`src/rtl/regfile_wb_arbiter_pkg.sv`:
```
// Core-wide widths and writeback requester IDs shared by the register file
// writeback path and its sources.
package rv_core_pkg;

  localparam int XLEN       = 32;
  localparam int REG_ADDR_W = 5;
  localparam int NUM_REGS   = 32;

  localparam int WB_ALU = 0;
  localparam int WB_LSU = 1;
  localparam int WB_MDU = 2;

  function automatic int idx_width(input int n);
    return (n > 1) ? $clog2(n) : 1;
  endfunction

endpackage

```
`src/rtl/regfile_wb_arbiter_if.sv`:
```
// Writeback sources on one side (valid/ready per requester, hold, busy) and
// the register file write port triple on the other.
interface regfile_wb_arbiter_if
  import rv_core_pkg::*;
#(
  parameter int NUM_REQ = 3,
  parameter int DATA_W  = XLEN,
  parameter int ADDR_W  = REG_ADDR_W
);

  logic                      wb_hold;
  logic [NUM_REQ-1:0]        req_valid;
  logic [NUM_REQ*ADDR_W-1:0] req_rd;
  logic [NUM_REQ*DATA_W-1:0] req_data;
  logic [NUM_REQ-1:0]        req_ready;
  logic                      busy;
  logic                      RegWrite;
  logic [ADDR_W-1:0]         Rd;
  logic [DATA_W-1:0]         write_data;

  modport master (
    output wb_hold, req_valid, req_rd, req_data,
    input  req_ready, busy, RegWrite, Rd, write_data
  );

  modport slave (
    input  wb_hold, req_valid, req_rd, req_data,
    output req_ready, busy, RegWrite, Rd, write_data
  );

endinterface

```
`src/rtl/regfile_wb_arbiter_rr_arbiter.sv`:
```
// Round-robin pick: first set req bit after ptr, wrapping; purely combinational,
// zero latency; en=0 grants nothing.
module rr_arbiter
  import rv_core_pkg::*;
#(
  parameter int N  = 3,
  parameter int IW = idx_width(N)
) (
  input  logic [N-1:0]  req,
  input  logic [IW-1:0] ptr,
  input  logic          en,
  output logic [N-1:0]  gnt,
  output logic [IW-1:0] gnt_idx
);

  logic found;

  // Two passes: indices above ptr first, then wrap around to 0..ptr.
  always_comb begin
    gnt     = '0;
    gnt_idx = '0;
    found   = 1'b0;
    for (int i = 0; i < N; i++) begin
      if (en && !found && req[i] && (IW'(i) > ptr)) begin
        gnt[i]  = 1'b1;
        gnt_idx = IW'(i);
        found   = 1'b1;
      end
    end
    for (int i = 0; i < N; i++) begin
      if (en && !found && req[i] && (IW'(i) <= ptr)) begin
        gnt[i]  = 1'b1;
        gnt_idx = IW'(i);
        found   = 1'b1;
      end
    end
  end

endmodule

```
`src/rtl/regfile_wb_arbiter.sv`:
```
// Round-robin share of the register file write port; 1-cycle handshake-to-RegWrite,
// one grant per cycle, wb_hold or reset stalls every requester.
module regfile_wb_arbiter
  import rv_core_pkg::*;
#(
  parameter int NUM_REQ = 3,
  parameter int DATA_W  = XLEN,
  parameter int ADDR_W  = REG_ADDR_W
) (
  input  logic                  clk,
  input  logic                  reset,
  regfile_wb_arbiter_if.slave   bus
);

  localparam int PW = idx_width(NUM_REQ);

  logic [PW-1:0]      rr_ptr;
  logic [NUM_REQ-1:0] gnt;
  logic [PW-1:0]      gnt_idx;
  logic               gnt_vld;
  logic [ADDR_W-1:0]  sel_rd;
  logic [DATA_W-1:0]  sel_data;

  // Reset gates the grant so no source sees ready while the port is cleared.
  rr_arbiter #(.N(NUM_REQ), .IW(PW)) u_rr (
    .req     (bus.req_valid),
    .ptr     (rr_ptr),
    .en      (!bus.wb_hold && reset),
    .gnt     (gnt),
    .gnt_idx (gnt_idx)
  );

  assign gnt_vld       = |gnt;
  assign bus.req_ready = gnt;
  assign bus.busy      = |(bus.req_valid & ~gnt);

  always_comb begin
    sel_rd   = '0;
    sel_data = '0;
    for (int i = 0; i < NUM_REQ; i++) begin
      if (gnt[i]) begin
        sel_rd   = bus.req_rd[i*ADDR_W +: ADDR_W];
        sel_data = bus.req_data[i*DATA_W +: DATA_W];
      end
    end
  end

  // x0 writes complete the handshake and move the pointer but never assert RegWrite.
  always_ff @(posedge clk or negedge reset) begin
    if (!reset) begin
      bus.RegWrite   <= 1'b0;
      bus.Rd         <= '0;
      bus.write_data <= '0;
      rr_ptr         <= PW'(NUM_REQ - 1);
    end else if (gnt_vld) begin
      bus.RegWrite   <= (sel_rd != '0);
      bus.Rd         <= sel_rd;
      bus.write_data <= sel_data;
      rr_ptr         <= gnt_idx;
    end else begin
      bus.RegWrite   <= 1'b0;
    end
  end

endmodule

```
`src/flat_wrapper.sv`:
```
// flat-port wrapper written by rule: the top's interface ports become plain ports
module regfile_wb_arbiter_flat import rv_core_pkg::*;
#(
  parameter int NUM_REQ = 3,
  parameter int DATA_W  = XLEN,
  parameter int ADDR_W  = REG_ADDR_W
)
  (clk, reset, bus_wb_hold, bus_req_valid, bus_req_rd, bus_req_data, bus_req_ready, bus_busy, bus_RegWrite, bus_Rd, bus_write_data);
  regfile_wb_arbiter_if #(.NUM_REQ(NUM_REQ), .DATA_W(DATA_W), .ADDR_W(ADDR_W)) bus_i ();
  input  logic clk;
  input  logic reset;
  input wire logic [$bits(bus_i.wb_hold)-1:0] bus_wb_hold;
  input wire logic [$bits(bus_i.req_valid)-1:0] bus_req_valid;
  input wire logic [$bits(bus_i.req_rd)-1:0] bus_req_rd;
  input wire logic [$bits(bus_i.req_data)-1:0] bus_req_data;
  output wire logic [$bits(bus_i.req_ready)-1:0] bus_req_ready;
  output wire logic [$bits(bus_i.busy)-1:0] bus_busy;
  output wire logic [$bits(bus_i.RegWrite)-1:0] bus_RegWrite;
  output wire logic [$bits(bus_i.Rd)-1:0] bus_Rd;
  output wire logic [$bits(bus_i.write_data)-1:0] bus_write_data;
  assign bus_i.wb_hold = bus_wb_hold;
  assign bus_i.req_valid = bus_req_valid;
  assign bus_i.req_rd = bus_req_rd;
  assign bus_i.req_data = bus_req_data;
  assign bus_req_ready = bus_i.req_ready;
  assign bus_busy = bus_i.busy;
  assign bus_RegWrite = bus_i.RegWrite;
  assign bus_Rd = bus_i.Rd;
  assign bus_write_data = bus_i.write_data;
  regfile_wb_arbiter #(.NUM_REQ(NUM_REQ), .DATA_W(DATA_W), .ADDR_W(ADDR_W)) u_core (.clk(clk), .reset(reset), .bus(bus_i));
endmodule
```
`config.mk`:
```
export PLATFORM = sky130hd
export DESIGN_NAME = regfile_wb_arbiter_flat
export DESIGN_NICKNAME = d
export VERILOG_FILES = /design/src/rtl/regfile_wb_arbiter_pkg.sv /design/src/rtl/regfile_wb_arbiter_if.sv /design/src/rtl/regfile_wb_arbiter_rr_arbiter.sv /design/src/rtl/regfile_wb_arbiter.sv /design/src/flat_wrapper.sv
export SDC_FILE = /design/constraint.sdc
export NUM_CORES = 1
export LEC_CHECK = 0
export ABC_AREA = 1
export CAP_MARGIN = 10
export CORE_UTILIZATION = 37
export CTS_BUF_LIST = sky130_fd_sc_hd__clkbuf_8 sky130_fd_sc_hd__clkbuf_16
export DETAILED_ROUTE_END_ITERATION = 10
export GPL_TIMING_DRIVEN = 0
export PLACE_DENSITY_LB_ADDON = 0.05
export SLEW_MARGIN = 20
export SYNTH_ARGS = -nofsm -noshare
export SYNTH_HDL_FRONTEND = slang
export SYNTH_SLANG_ARGS = --single-unit
```
`constraint.sdc`:
```
create_clock -name clk -period 3.09 [get_ports clk]
set_clock_uncertainty 0.05 [all_clocks]
set_input_delay 0.7725 -clock clk [delete_from_list [all_inputs] [get_ports clk]]
set_output_delay 0.7725 -clock clk [all_outputs]
set_load 0.02 [all_outputs]
```
## After elaboration in Yosys (flattened, before gate mapping)

Index checks and enable logic that the tools add are counted.

| operators by class | value |
|---|---|
| magnitude comparators | 6 |
| multiplexer cells | 22 |
| bitwise gates (word level) | 2 |
| reduce and logical (&&, ||, !) cells | 27 |

Operator list:

| cell | number |
|---|---|
| $mux W32 | 3 |
| $logic_and A1 B1 Y1 | 18 |
| $mux W5 | 3 |
| $mux W1 | 12 |
| $mux W2 | 4 |
| $logic_not A1 Y1 | 6 |
| $reduce_or A3 Y1 | 2 |
| $reduce_bool A5 Y1 | 1 |
| $gt A1 B2 Y1 const A | 2 |
| $le A1 B2 Y1 const A | 2 |
| $and A3 B3 Y3 | 1 |
| $not A3 Y3 | 1 |
| $gt A2 B2 Y1 const A | 1 |
| $le A2 B2 Y1 const A | 1 |

| word-level totals | value |
|---|---|
| flip-flop bits (word level) | 40 |
| input port bits | 117 |
| output and inout port bits | 42 |
| word-level logic and storage cells | 61 |

## Depth between registers and ports, before layout

| depth | value |
|---|---|
| depth in word-level cells | 33 |
| gate-level depth with buffers | 12 |
| gate-level depth less buffers | 12 |

## Cells and area by module

Synthesis repeated with hierarchy kept, for this count alone.

| unflattened totals | value |
|---|---|
| cells, all modules | 321 |
| area, all modules | 2258.4 um^2 |

By module, submodules not included:

| module | times used | cells an instance | area each (um^2) | seq. area each (um^2) |
|---|---|---|---|---|
| regfile_wb_arbiter | 1 | 301 | 2154.6 | 1002.2 |
| rr_arbiter | 1 | 20 | 103.8 | 0.0 |

## Worst setup path before layout

No wires, ideal clock.

| timing path | value |
|---|---|
| path kind | input -> output |
| from | input port bus_wb_hold |
| to | output port bus_busy |
| arrival | 1.989 ns |
| data required time | 2.267 ns |
| setup slack | 0.278 ns |
| cell stages on the path | 8 |
| path buffers | 1 |
| cells stage by stage | inv_1 -> nand2_2 -> nor2_1 -> nor2_1 -> o2111ai_1 -> nand2_1 -> buf_2 -> o221ai_1 |

| on the way | value |
|---|---|
| word-level cells in the longest chain between the ends | 33 |
| elaborated cells between the ends (all ways) | 37 |
| those cells by class | 10 x mux; 2 x bitwise; 25 x reduce/logical |

Ends and longest elaborated chain:

| element | line | source |
|---|---|---|
| start, declared | flat_wrapper.sv:12 | `input wire logic [$bits(bus_i.wb_hold)-1:0] bus_wb_hold;` |
| $logic_not A1 Y1 (*) | regfile_wb_arbiter.sv:28 | `.en (!bus.wb_hold && reset),` |
| $logic_and A1 B1 Y1 (*) | regfile_wb_arbiter.sv:28 |  |
| $logic_and A1 B1 Y1 (2 in a row) | regfile_wb_arbiter_rr_arbiter.sv:24 | `if (en && !found && req[i] && (IW'(i) > ptr)) begin` |
| $mux W1 | regfile_wb_arbiter_rr_arbiter.sv:24 |  |
| $logic_not A1 Y1 | regfile_wb_arbiter_rr_arbiter.sv:24 |  |
| $logic_and A1 B1 Y1 (3 in a row) | regfile_wb_arbiter_rr_arbiter.sv:24 |  |
| $mux W1 | regfile_wb_arbiter_rr_arbiter.sv:24 |  |
| $logic_not A1 Y1 | regfile_wb_arbiter_rr_arbiter.sv:24 |  |
| [... 13 more ...] | -- |  |
| $mux W1 | regfile_wb_arbiter_rr_arbiter.sv:31 | `if (en && !found && req[i] && (IW'(i) <= ptr)) begin` |
| $logic_not A1 Y1 | regfile_wb_arbiter_rr_arbiter.sv:31 |  |
| $logic_and A1 B1 Y1 (3 in a row) | regfile_wb_arbiter_rr_arbiter.sv:31 |  |
| $mux W1 (*) | regfile_wb_arbiter_rr_arbiter.sv:31 |  |
| named net bus_req_ready[2] | flat_wrapper.sv:16 | `output wire logic [$bits(bus_i.req_ready)-1:0] bus_req_ready;` |
| $not A3 Y3 (*) | regfile_wb_arbiter.sv:35 | `assign bus.busy = \|(bus.req_valid & ~gnt);` |
| $and A3 B3 Y3 (*) | regfile_wb_arbiter.sv:35 |  |
| $reduce_or A3 Y1 (*) | regfile_wb_arbiter.sv:35 |  |
| end, declared | flat_wrapper.sv:17 | `output wire logic [$bits(bus_i.busy)-1:0] bus_busy;` |

Mark *: on every way through the listed nets, which the timed path passes. The rest lies on a longest branch.

## Worst setup path in the final report

| timing path | value |
|---|---|
| from | input port bus_wb_hold |
| to | output port bus_busy |

| on the way | value |
|---|---|
| word-level cells in the longest chain between the ends | 33 |
| elaborated cells between the ends (all ways) | 37 |
| those cells by class | 10 x mux; 2 x bitwise; 25 x reduce/logical |

Ends and longest elaborated chain:

| element | line |
|---|---|
| $logic_not A1 Y1 (*) | regfile_wb_arbiter.sv:28 |
| $logic_and A1 B1 Y1 (*) | regfile_wb_arbiter.sv:28 |
| $logic_and A1 B1 Y1 (2 in a row) | regfile_wb_arbiter_rr_arbiter.sv:24 |
| $mux W1 | regfile_wb_arbiter_rr_arbiter.sv:24 |
| $logic_not A1 Y1 | regfile_wb_arbiter_rr_arbiter.sv:24 |
| $logic_and A1 B1 Y1 (3 in a row) | regfile_wb_arbiter_rr_arbiter.sv:24 |
| $mux W1 | regfile_wb_arbiter_rr_arbiter.sv:24 |
| $logic_not A1 Y1 | regfile_wb_arbiter_rr_arbiter.sv:24 |
| [... 10 more ...] | -- |
| $logic_and A1 B1 Y1 (3 in a row) | regfile_wb_arbiter_rr_arbiter.sv:31 |
| $mux W1 | regfile_wb_arbiter_rr_arbiter.sv:31 |
| $logic_not A1 Y1 | regfile_wb_arbiter_rr_arbiter.sv:31 |
| $logic_and A1 B1 Y1 (3 in a row) | regfile_wb_arbiter_rr_arbiter.sv:31 |
| $mux W1 | regfile_wb_arbiter_rr_arbiter.sv:31 |
| $not A3 Y3 (*) | regfile_wb_arbiter.sv:35 |
| $and A3 B3 Y3 (*) | regfile_wb_arbiter.sv:35 |
| $reduce_or A3 Y1 (*) | regfile_wb_arbiter.sv:35 |

Every way passes the cells marked *; elsewhere a longest branch is shown, timed or not.

==> metrics.md <==
| Metric | Value |
|---|---|
| Mux contribution to synthesized area | `0%` |
| Mapped Area | `2180 µm²` |
| Syn Nets | `437` |
| Setup_tns | `0 ps` |
| Fin crit period | `3050 ps` |
| Max-slew violation count | `0` |
| Fmax | `0.328 GHz` |
| RSZ-0062 raised after global routing | `true` |
| Cell Pwr Density | `680 nW/µm²` |
| FF-to-FF End | `u_core.bus.write_data[4]` |
| Yosys top cell area share | `44.8%` |
| Switching share of power | `between 30% and 40%` |
| Core area | `5610 µm²` |
| Sequential power share | `32.9%` |
| Sequential area share after synthesis | `46.0%` |
| Max Root-Sink Buffers | `2` |
| DRC Markers | `0` |
| LEAKAGE | `2.01 nW` |
| HPWL after DPL | `5360 µm` |
| Reg2Reg Setup Slack | `between 700 and 800 ps` |
| Clock Tree Root | `clkbuf_8` |
| Startpoint Class | `primary input` |
| Syn Inst Count | `320` |
| Vias in the first global route | `around 2600` |
| Antenna Cells | `0` |
| GP Congestion | `0.771` |
| Initial DRC Count | `94` |
| Pint | `1.68 mW` |
| CP peak stage delay | `around 420 ps` |
| Overall Global Routing Usage | `23.5%` |
| Initial antenna violation count | `0` |
| Leading area contributor after synthesis | `dfrtp_1` |
| R2R depth | `12` |
| Actual slew at the worst max-slew pin | `just under 500 ps` |
| Placed inst area | `3870 µm²` |
| H-tree levels | `2` |
| Clk pwr share | `12.8%` |
| Synth Area in Compound Gates | `9.93%` |
| Die width | `between 70 and 80 µm` |
| Syn-to-layout area delta | `86.2%` |
| CP required | `2270 ps` |
| Crit Path Max Fanout | `6` |
| Slowest stage cell, crit path | `clkdlybuf4s50_1` |
| Worst setup margin | `44.3 ps` |
| Vias | `2619` |
| Tot Pwr | `2.76 mW` |
| Initial Util | `38.9%` |
| Crit. Startpoint | `bus_wb_hold` |
| Pin count of the biggest net entering global routing | `26` |
| Post-synthesis simple-gate area fraction | `37.5%` |
| Commonest cells post-synth | `nand2_1 (183), dfrtp_1 (39), a21oi_1 (33), nor2_1 (14), inv_1 (12)` |
| Global-route wire length before repair | `11400 µm` |
| Via density | `4.64` |
| Num rows | `27` |
| Seq cells post-synth | `40` |
| Max_cap viols | `0` |
| Die height | `78.8 µm` |
| Final setup viols | `0` |
| Critical Path End | `bus_busy` |
| Main synth FF type | `dfrtp_1` |
| Place WS | `-757 ps` |
| Slew HR | `67.4%` |
| CTS clk-pin slew, worst paths | `80 ps` |
| Count leader, synth | `nand2_1` |
| Status | `finished, final reports clean` |
| Num Clock Sinks | `40` |
| CP Class | `in -> out` |
| Worst Setup End Kind | `primary output` |
| CP cell instances | `clkdlybuf4s50_1, inv_2, nand3_4, nor2_4, nor2_2, o2111ai_2, nand2_2, buf_6, o221ai_2, buf_4` |
| Grt total ovfl | `0` |
| Arr. time, crit path | `2220 ps` |
| EDFF count, synth | `0` |
| Crit share post-route | `98.6%` |
| FF-to-FF Start | `u_core.rr_ptr[1]` |
| Post-route antenna net violation count | `0` |
| Main combinational cell family by area after synthesis | `simple AND/OR/NAND/NOR gates` |
| Total die area | `a little over 6000 µm²` |
| Worst-skew pair later-pin latency | `just under 300 ps` |
| Ys async rst share | `100%` |
| Final Hold Vio Count | `0` |
| Nets | `608` |
| Psw | `around 1.1 mW` |
| # IOs | `159` |
| Post-synthesis adder-cell area fraction | `0%` |
| YS warnings | `0` |
| Port bufs | `~160` |
| CTS Buf Count | `5` |
| Post-route cell area | `about 4100 µm²` |
| Path category of the worst min-delay check | `in -> async` |
| DRT Pass-1 Iters | `4` |
| Peak supply drop | `0.000307 V` |
| CTS tree | `done` |
| Syn Area/Cell | `between 6 and 7 µm²` |
| Logic pwr share | `roughly 54%` |
| Area contributors post-synth | `dfrtp_1 (45%), nand2_1 (31%), a21oi_1 (7.6%)` |
| Share of layout cells above drive strength 1 | `9.35%` |
| Synth Area in XOR/XNOR | `0%` |
| Yosys cell types | `24` |
| Drt total wl | `~7100 µm` |
| Wire length per cell | `12.6 µm` |
-- cells by family after synthesis --
group / Yosys count
and+or+nand+nor: 209
buffers and inverters: 32
DFF: 40
AOI/OAI and AO/OA: 39
-- layout make-up --
class / count / area [µm²]
multi-input cells: 248 / 1090
well taps: 72 / 90.1
clock inverters: 2 / 7.51
clock buffers: 6 / 82.6
repair buffers: 165 / 1630
plain buffers: 13 / 78.8
inverters: 18 / 72.6
flip-flops and latches: 40 / 1000
fillers: 482 / 1550
-- power groups by stage --
stage               logic (mW)  clock network [mW]  registers, mW
floorplan                0.384                   0           1.22
global placement          1.46                   0          0.904
detailed placement        1.48                   0          0.917
CTS                       1.50               0.362          0.908
global route              1.62               0.382          0.943
finish                    1.50               0.354          0.908
-- placed cells by master, fill, tap and decap left out, drive strengths merged, types with 2 or more instances in the layout --
| cell type | instances |
|---|---|
| nand2 | 184 |
| nand3 | 7 |
| buf | 18 |
| a21oi | 33 |
| clkbuf | 12 |
| o21ai | 2 |
| nor3 | 3 |
| clkdlybuf4s50 | 152 |
| nor2 | 15 |
| inv | 20 |
| dfrtp | 39 |
-- registers in the layout, indices dropped and copies added (netlist names) --
name                   flops
u_core.bus.Rd              5
u_core.bus.RegWrite        1
u_core.bus.write_data     32
u_core.rr_ptr              2
-- metrics by stage --
stage | util [%] | hold WS, ps | std cells
6_report | 72.4 | 340 | 564
5_1_grt | 72.4 | 342 | 564
4_1_cts | 71.4 | 377 | 562
3_5_place_dp | 69.0 | 408 | 551
3_3_place_gp | 68.7 | 403 | 550
2_1_floorplan | - | 424 | 320
-- worst min-delay path by stage --
| stage | startpoint | endpoint | slack (ps) | cells after the start |
|---|---|---|---|---|
| final | reset | u_core.bus.Rd[1] | 340 | 1 |
| after global placement | u_core.bus.write_data[18] | u_core.bus.write_data[18] | 400 | 2 |
| after global routing | reset | u_core.bus.Rd[1] | 340 | 1 |
| after floorplan | u_core.rr_ptr[1] | u_core.rr_ptr[1] | 420 | 2 |
| after detailed placement | u_core.bus.write_data[17] | u_core.bus.write_data[17] | 410 | 2 |
| after CTS | reset | u_core.bus.Rd[1] | 380 | 1 |
-- worst max-delay path: cells and delay by family --
kind	cells	cell delay [ps]
and+or+nand+nor	4	430
AOI/OAI and AO/OA	2	190
buffers and inverters	4	830
-- routing by layer --
metal  up-vias  track usage (%)  share of wire (%)
li1       1330                -                  -
met1      1181             25.2                 38
met2       102             42.8                 52
met3         6             7.70                9.0
met4         0             8.33               0.92
met5         -                0                  0
-- what timing repair did --
action | CTS | global route
endpoints found under the setup margin | 4 | 4
hold endpoints to repair | 0 | 0
buffers inserted | 4 | 2
pin swaps | 2 | 2
gates resized for setup | 23 | 12
hold buffers | 0 | 0
No activity file was read; power rests on OpenSTA's default activity.
